<file path="config.mk">
export PLATFORM = sky130hd
export DESIGN_NAME = rr_arb8
export DESIGN_NICKNAME = d
export VERILOG_FILES = /design/src/rtl/rr_arb8.sv
export SDC_FILE = /design/constraint.sdc
export NUM_CORES = 1
export LEC_CHECK = 0
export CORE_MARGIN = 4
export CORE_UTILIZATION = 35
export DETAILED_ROUTE_END_ITERATION = 10
export MAX_ROUTING_LAYER = met4
export RECOVER_POWER = 50
export REMOVE_ABC_BUFFERS = 1
export SKIP_CTS_REPAIR_TIMING = 1
export SLEW_MARGIN = 20
export SYNTH_ARGS = -nofsm -noshare
export SYNTH_HDL_FRONTEND = slang
export SYNTH_SLANG_ARGS = --single-unit
</file>
<file path="constraint.sdc">
create_clock -name clk -period 6.5 [get_ports clk]
set_clock_uncertainty 0.15 [all_clocks]
set_input_delay 0.65 -clock clk [delete_from_list [all_inputs] [get_ports clk]]
set_output_delay 0.65 -clock clk [all_outputs]
set_load 0.02 [all_outputs]
</file>
<file path="src/rtl/rr_arb8.sv">
// Eight-requester round-robin arbiter with registered one-hot grant, binary index and valid.
// The owner keeps the grant up to max_hold cycles under contention, then rotation is forced.
module rr_arb8 #(
   parameter int unsigned MAX_HOLD = 4
) (
   input  logic       clk,
   input  logic       rst,
   input  logic       en,
   input  logic [7:0] req,
   output logic [7:0] gnt,
   output logic [2:0] gnt_id,
   output logic       valid
);

   localparam logic [3:0] MaxHold = 4'(MAX_HOLD);

   typedef enum logic [0:0] {StIdle, StGrant} state_e;

   state_e     state_q, state_d;
   logic [2:0] ptr_q, ptr_d;
   logic [3:0] hold_q, hold_d;
   logic [7:0] gnt_q, gnt_d;
   logic [2:0] id_q, id_d;
   logic       valid_q, valid_d;

   logic [2:0] win;
   logic       others;

   // First set bit searching upward from p+1; p itself is visited last.
   function automatic logic [2:0] pick(input logic [7:0] r, input logic [2:0] p);
      logic [2:0] idx;
      logic [2:0] w;
      logic       hit;
      w   = p;
      hit = 1'b0;
      for (int i = 1; i <= 8; i++) begin
         idx = p + 3'(i);
         if (!hit && r[idx]) begin
            w   = idx;
            hit = 1'b1;
         end
      end
      return w;
   endfunction

   always_comb begin
      win    = pick(req, ptr_q);
      others = |(req & ~(8'b1 << ptr_q));
   end

   always_comb begin
      state_d = state_q;
      ptr_d   = ptr_q;
      hold_d  = hold_q;
      gnt_d   = gnt_q;
      id_d    = id_q;
      valid_d = valid_q;

      unique case (state_q)
         StIdle: begin
            gnt_d   = 8'h00;
            id_d    = 3'd0;
            valid_d = 1'b0;
            hold_d  = 4'd0;
            if (en && (req != 8'h00)) begin
               state_d = StGrant;
               ptr_d   = win;
               hold_d  = 4'd1;
               gnt_d   = 8'b1 << win;
               id_d    = win;
               valid_d = 1'b1;
            end
         end
         StGrant: begin
            if (!en || (!req[ptr_q] && !others)) begin
               state_d = StIdle;
               hold_d  = 4'd0;
               gnt_d   = 8'h00;
               id_d    = 3'd0;
               valid_d = 1'b0;
            end else if (!req[ptr_q] || ((hold_q >= MaxHold) && others)) begin
               ptr_d   = win;
               hold_d  = 4'd1;
               gnt_d   = 8'b1 << win;
               id_d    = win;
               valid_d = 1'b1;
            end else if (hold_q < MaxHold) begin
               hold_d = hold_q + 4'd1;
            end else begin
               hold_d = MaxHold;
            end
         end
         default: begin
            state_d = StIdle;
         end
      endcase
   end

   always_ff @(posedge clk or posedge rst) begin
      if (rst) begin
         state_q <= StIdle;
         ptr_q   <= 3'd7;
         hold_q  <= 4'd0;
         gnt_q   <= 8'h00;
         id_q    <= 3'd0;
         valid_q <= 1'b0;
      end else begin
         state_q <= state_d;
         ptr_q   <= ptr_d;
         hold_q  <= hold_d;
         gnt_q   <= gnt_d;
         id_q    <= id_d;
         valid_q <= valid_d;
      end
   end

   assign gnt    = gnt_q;
   assign gnt_id = id_q;
   assign valid  = valid_q;

endmodule

</file>
==> results of run 1 <==
## cell type report
cell class	count	area, um^2	share of cell area, %
inverter	12	45.0	2.00
sequential	20	504	22.4
clock buffer	4	45.0	2.00
multi-input combinational	156	1340	59.4
timing repair buffer	23	228	10.1
tap	72	90.1	4.01
## critical path, stage by stage (launching register included)
cell and delay (ns):
dfstp_2 0.88, inv_1 0.25, ha_1 0.58, mux4_2 0.42, mux2i_2 0.32, mux2_2 0.40
a211oi_2 0.28, o32ai_1 0.21, o41ai_1 0.38
## cells in the final DEF, fill, tap and decap left out, drive strengths merged, types with 2 or more instances in the layout
cell type	netlist	final
inv	12	12
nor3	2	2
dfstp	3	3
a21oi	9	9
o221ai	2	2
o32ai	4	4
nor4	3	3
o32a	2	2
dfrtp	17	17
o211ai	2	2
ha	8	8
mux4	12	12
clkbuf	10	4
clkdlybuf4s50	0	16
dlygate4sd3	0	6
o41ai	8	8
a31oi	2	2
or2	4	4
nand2b	5	5
mux2	8	8
xnor2	3	3
a211oi	2	2
a21boi	3	3
nand2	25	25
o21ai	10	10
nor2	13	13
mux2i	9	9
## cells by family after synthesis
group                      Yosys count  share of synthesized area (%)
buffers and inverters               26                           7.95
other                                1                          0.188
xor gates and xnor gates             4                           1.75
and+or+nand+nor                     59                           14.4
muxes                               29                           23.7
AOI/OAI and AO/OA                   55                           21.8
DFF                                 20                           25.2
adders and majority gates            8                           5.01
## state kept, by name, indices dropped and copies added, names as in the netlist
| signal | cells |
|---|---|
| valid | 1 |
| ptr_q | 3 |
| hold_q | 4 |
| state_q | 1 |
| gnt_id | 3 |
| gnt | 8 |
## layer usage
metal | vias up | track usage [%]
met5 | - | -
met1 | 749 | 19.8
met4 | 0 | 2.63
met2 | 60 | 19.9
met3 | 4 | 2.47
li1 | 793 | -
## worst max-delay path by stage
stage          cells past startpoint  slack (ns)                  from            endpoint
2_1_floorplan                      8        3.00  ptr_q[0]$_DFFE_PP1P_  gnt[0]$_DFFE_PP0P_
3_3_place_gp                       8        2.61  ptr_q[0]$_DFFE_PP1P_  gnt[0]$_DFFE_PP0P_
3_5_place_dp                       8        2.53  ptr_q[0]$_DFFE_PP1P_  gnt[5]$_DFFE_PP0P_
4_1_cts                            8        2.53  ptr_q[0]$_DFFE_PP1P_  gnt[0]$_DFFE_PP0P_
5_1_grt                            8        2.22  ptr_q[0]$_DFFE_PP1P_  gnt[1]$_DFFE_PP0P_
6_report                           8        2.53  ptr_q[0]$_DFFE_PP1P_  gnt[0]$_DFFE_PP0P_
## metrics by stage
stage | cell area, um^2 | setup WS [ns] | instances | hold slack (ns)
global route | 2250 | 2.22 | 287 | 0.350
floorplan | 1880 | 3.00 | 188 | 0.290
detailed placement | 2200 | 2.53 | 283 | 0.310
finish | 2250 | 2.53 | 287 | 0.319
global placement | 2200 | 2.61 | 283 | 0.312
CTS | 2250 | 2.53 | 287 | 0.327
==> summary.md, run 1 <==
| Metric | Value |
|---|---|
| Seq/Total Area, Yosys | `25.2%` |
| Yosys top cell area share | `21.3%` |
| CTS tree | `yes` |
| Clk_lat worst skew | `approximately 0.25 ns` |
| Vias/cell | `5.60` |
| Grt total ovfl | `0` |
| Worst Hold Launch | `gnt[7]$_DFFE_PP0P_` |
| DR iter-0 viols | `105` |
| TritonCTS Buffers | `3` |
| Final setup vio count | `0` |
| Antenna diodes | `0` |
| WL met3 | `289 um` |
| Largest net degree at the start of global routing | `21` |
| Hold Path Sink | `gnt[7]$_DFFE_PP0P_` |
| Library cells used by synthesis | `62` |
| Final period utilization | `61.1%` |
| First-pass GRT wire length | `7.85 mm` |
| H-tree Lvls | `1` |
| Unrepaired setup endpoints after global routing | `no` |
| Worst-path fanout max | `20` |
| Post-synthesis average cell area | `about 10 um^2` |
| Setup CP Type | `reg -> reg` |
| Worst Path Arrival | `roughly 4.0 ns` |
| Slack of the worst reg-to-reg path | `2.53 ns` |
| Setup TNS | `0 ns` |
| R2r endpoint | `gnt[0]$_DFFE_PP0P_` |
| GRT Total Usage | `a little over an eighth` |
| Synth-to-Final Area Change | `12.5%` |
| Uppermost layer routed | `met4` |
| Die width | `83.6 um` |
| R2r worst-path depth | `8` |
| Area of the mapped netlist | `2000 um^2` |
| Area of the die | `around 7000 um^2` |
| Final HPWL DP | `3.35 mm` |
| Via count | `1606` |
| Wire per inst | `approximately 16 um` |
| DRC Markers | `0` |
| Max_slew headroom | `28.3%` |
| Root buffer cell | `clkbuf_8` |
| WL met2 | `2.09 mm` |
| Synth top area cells | `dfrtp_1 21%, mux4_2 14%, ha_1 5.0%` |
| Commonest cells in the netlist | `24 x nand2_1, 17 x dfrtp_1, 13 x nor2_1` |
| Hold WC Path Type | `reg -> reg` |
| WL final | `4.60 mm` |
| Critical Path Start Type | `register` |
| Chip Height | `between 80 and 90 um` |
| Initial antenna violation count | `0` |
| Critical Path End Type | `register` |
| Fill count | `550` |
| Outcome | `complete, no violations` |
| Post-layout util | `40.8%` |
| DRT met1 WL | `2.18 mm` |
| PortBufs | `22` |
| Core area | `~5500 um^2` |
| Clock sinks | `20` |
| Remaining antenna violation count after routing | `0` |
| Hold Vio Cnt, Final | `0` |
| Clk slew on worst S/H paths | `0.07 ns` |
| Layout cells sized above 1 | `17.2%` |
| Starting Density | `36.3%` |
| Clock Tree Buf Depth | `2` |
| Worst slew pin tran | `between 1 and 1.5 ns` |
| Layout net count | `approximately 240` |
| Mapped Cells | `202` |
| Final GP Congestion | `0.847` |
| FP Rows | `27` |
| Max cap viols | `0` |
| Most common cell in the netlist | `nand2_1` |
| Post-synth EDFFs | `0` |
| Main synth FF type | `dfrtp_1` |
| R2r startpoint | `ptr_q[0]$_DFFE_PP1P_` |
| CP required | `6.50 ns` |
| Vias in the first global route | `between 1500 and 2000` |
| Synth Register Bits | `20` |
| F_max | `0.252 GHz` |
| Async set-reset flop share out of synthesis | `between 90% and 100%` |
| Slew Viols, Final | `0` |
| Leading area contributor after synthesis | `dfrtp_1` |
| IO Pins | `23` |
| Min cycle time layout | `3.97 ns` |
| DRT Pass-1 Iters | `5` |
| YS warnings | `0` |
| WHS Path Cells | `2` |
Power of run 1 is left out: the tool's default activity adds up to more than one toggle a clock period on the data nets, which glitch-free logic cannot reach.
==> run 2: changes to the inputs <==
==> constraint.sdc (replaced) <==
create_clock -name clk -period 4.1 [get_ports clk]
set_clock_uncertainty 0.15 [all_clocks]
set_input_delay 0.41 -clock clk [delete_from_list [all_inputs] [get_ports clk]]
set_output_delay 0.41 -clock clk [all_outputs]
set_load 0.02 [all_outputs]
==> summary.md, run 2 (synthesis results as in run 1) <==
| Metric | Value |
|---|---|
| Outcome | `complete, no violations` |
| Final GP Congestion | `0.827 (-2.4%)` |
| Root buffer cell | `clkbuf_8` |
| H-tree Lvls | `1 (unchanged)` |
| Hold WC Path Type | `reg -> reg` |
| Layout net count | `239 (+1.7%)` |
| Clk slew on worst S/H paths | `0.07 ns (about the same)` |
| Final period utilization | `85.1% (+24 points)` |
| Slew Viols, Final | `0 (unchanged)` |
| Max FFs per register | `8 (unchanged)` |
| GRT Total Usage | `14.2% (+0.53 points)` |
| IO Pins | `23 (unchanged)` |
| Hold Path Sink | `gnt[7]$_DFFE_PP0P_` |
| CP required | `4.10 ns (-2.40 ns)` |
| Initial antenna violation count | `0 (unchanged)` |
| PortBufs | `22 (unchanged)` |
| Remaining antenna violation count after routing | `0 (unchanged)` |
| CTS tree | `yes` |
| Worst-path fanout max | `11 (-45%)` |
| Critical Path End Type | `register` |
| Grt total ovfl | `0 (unchanged)` |
| Leakage | `0.907 nW` |
| Min cycle time layout | `3.49 ns (-0.483 ns)` |
| Antenna diodes | `0 (unchanged)` |
| Max cap viols | `0 (unchanged)` |
| R2r worst-path depth | `8 (unchanged)` |
| Chip Height | `83.6 um (unchanged)` |
| WL final | `4.69 mm (+1.8%)` |
| R2r startpoint | `ptr_q[1]$_DFFE_PP1P_` |
| Most common cell after layout, fill and taps aside | `nand2_1` |
| Wire per inst | `16.1 um (+0.45%)` |
| Vias/cell | `5.70 (+1.9%)` |
| DRT Pass-1 Iters | `4 (-1)` |
| Starting Density | `36.3% (unchanged)` |
| F_max | `0.287 GHz (+14%)` |
| Slowest-stage cell, CP | `ha_1` |
| Via count | `1660 (+3.4%)` |
| Critical Path Start Type | `register` |
| Worst-path cell chain | `inv_1 > ha_1 > mux4_2 > mux2i_2 > mux2_2 > a211oi_2 > o32ai_1 > o41ai_1` |
| Worst path max stage delay | `0.55 ns (-0.33 ns)` |
| Clk_lat worst skew | `0.26 ns (about the same)` |
| Largest net degree at the start of global routing | `21 (unchanged)` |
| Fill count | `546 (-0.73%)` |
| First-pass GRT wire length | `8.11 mm (+3.2%)` |
| TritonCTS Buffers | `3 (unchanged)` |
| Clock sinks | `20 (unchanged)` |
| FP Rows | `27 (unchanged)` |
| Worst Hold Launch | `gnt[7]$_DFFE_PP0P_` |
| Setup CP Type | `reg -> reg` |
| Hold Vio Cnt, Final | `0 (unchanged)` |
| Final setup vio count | `0 (unchanged)` |
| Slack of the worst reg-to-reg path | `0.61 ns (-1.92 ns)` |
| Synth-to-Final Area Change | `14.0%` |
| WHS Path Cells | `2 (unchanged)` |
| DRC Markers | `0 (unchanged)` |
| Unrepaired setup endpoints after global routing | `no` |
| Layout cells sized above 1 | `18.7% (+1.5 points)` |
| Peak supply drop | `0.000395 V` |
| Commonest non-fill, non-tap cells in the layout | `24 x nand2_1, 17 x dfrtp_1, 16 x clkdlybuf4s50_1` |
| Worst Path Arrival | `3.49 ns (-0.48 ns)` |
| Core area | `5510 um^2 (unchanged)` |
| Die width | `83.6 um (unchanged)` |
| Power per cell area | `just over 900 nW/um^2` |
| Area of the die | `6980 um^2 (unchanged)` |
| Worst slew pin tran | `0.775 ns (-0.300 ns)` |
| Vias in the first global route | `1569 (+3.1%)` |
| DR iter-0 viols | `142 (+35%)` |
| Max_slew headroom | `48.2% (+20 points)` |
| Clock Tree Buf Depth | `2 (unchanged)` |
| R2r endpoint | `gnt[0]$_DFFE_PP0P_` |
| Power, Total | `0.00211 W` |
| Setup TNS | `0 ns (unchanged)` |
| Final HPWL DP | `3.56 mm (+6.1%)` |
[run 2: cell types whose count changed in the layout (fill, tap and decap cells not counted)]
cell,previous run,this run
buf_4,1,5
[run 2: worst max-delay path: cells and delay by family, from the launching register on]
kind	cells	cell delay [ns]
mux	3	1.14
compound gates	3	0.88
fa+ha+maj	1	0.55
flops	1	0.53
buf+inv	1	0.14
[run 2: final cells by class]
cell class	instances	area, um^2	area share [%]
Multi-Input combinational cell	156	1340	58.6
Sequential cell	20	504	22.1
Timing Repair Buffer	27	258	11.3
Tap cell	72	90.1	3.96
Clock buffer	4	45.0	1.98
Inverter	12	45.0	1.98
[run 2: how the worst max path moves through the flow]
stage	cells after the start	startpoint	endpoint
final	8	ptr_q[1]$_DFFE_PP1P_	gnt[0]$_DFFE_PP0P_
after global placement	8	ptr_q[1]$_DFFE_PP1P_	gnt[5]$_DFFE_PP0P_
after CTS	8	ptr_q[1]$_DFFE_PP1P_	gnt[5]$_DFFE_PP0P_
after global routing	8	ptr_q[1]$_DFFE_PP1P_	gnt[4]$_DFFE_PP0P_
after detailed placement	8	ptr_q[1]$_DFFE_PP1P_	gnt[5]$_DFFE_PP0P_
after floorplan	8	ptr_q[0]$_DFFE_PP1P_	gnt[0]$_DFFE_PP0P_
[run 2: report_power, final]
group          internal [W]  switching [W]  leakage (nW)
Sequential         0.000260      0.0000489         0.256
Clock             0.0000692      0.0000631        0.0228
Combinational      0.000707       0.000965         0.628
[run 2: metrics by stage]
stage          util, %  instances  area (um^2)  hold WS, ns  worst slack, ns
2_1_floorplan        -        188         1880        0.222            0.595
3_3_place_gp      40.5        287         2230        0.309            0.612
3_5_place_dp      40.5        287         2230        0.321            0.598
4_1_cts           41.4        291         2280        0.337            0.595
5_1_grt           41.4        291         2280        0.359            0.328
6_report          41.4        291         2280        0.322            0.613
[run 2: layer usage]
| metal | GRT usage, % | vias up | routed length [um] |
|---|---|---|---|
| met1 | 19.9 | 806 | 2150 |
| met4 | 3.51 | 0 | 77 |
| met3 | 2.37 | 8 | 233 |
| met2 | 21.3 | 45 | 2220 |
| met5 | - | - | 0 |
| li1 | - | 801 | - |
Power figures use the tool's default switching activity.
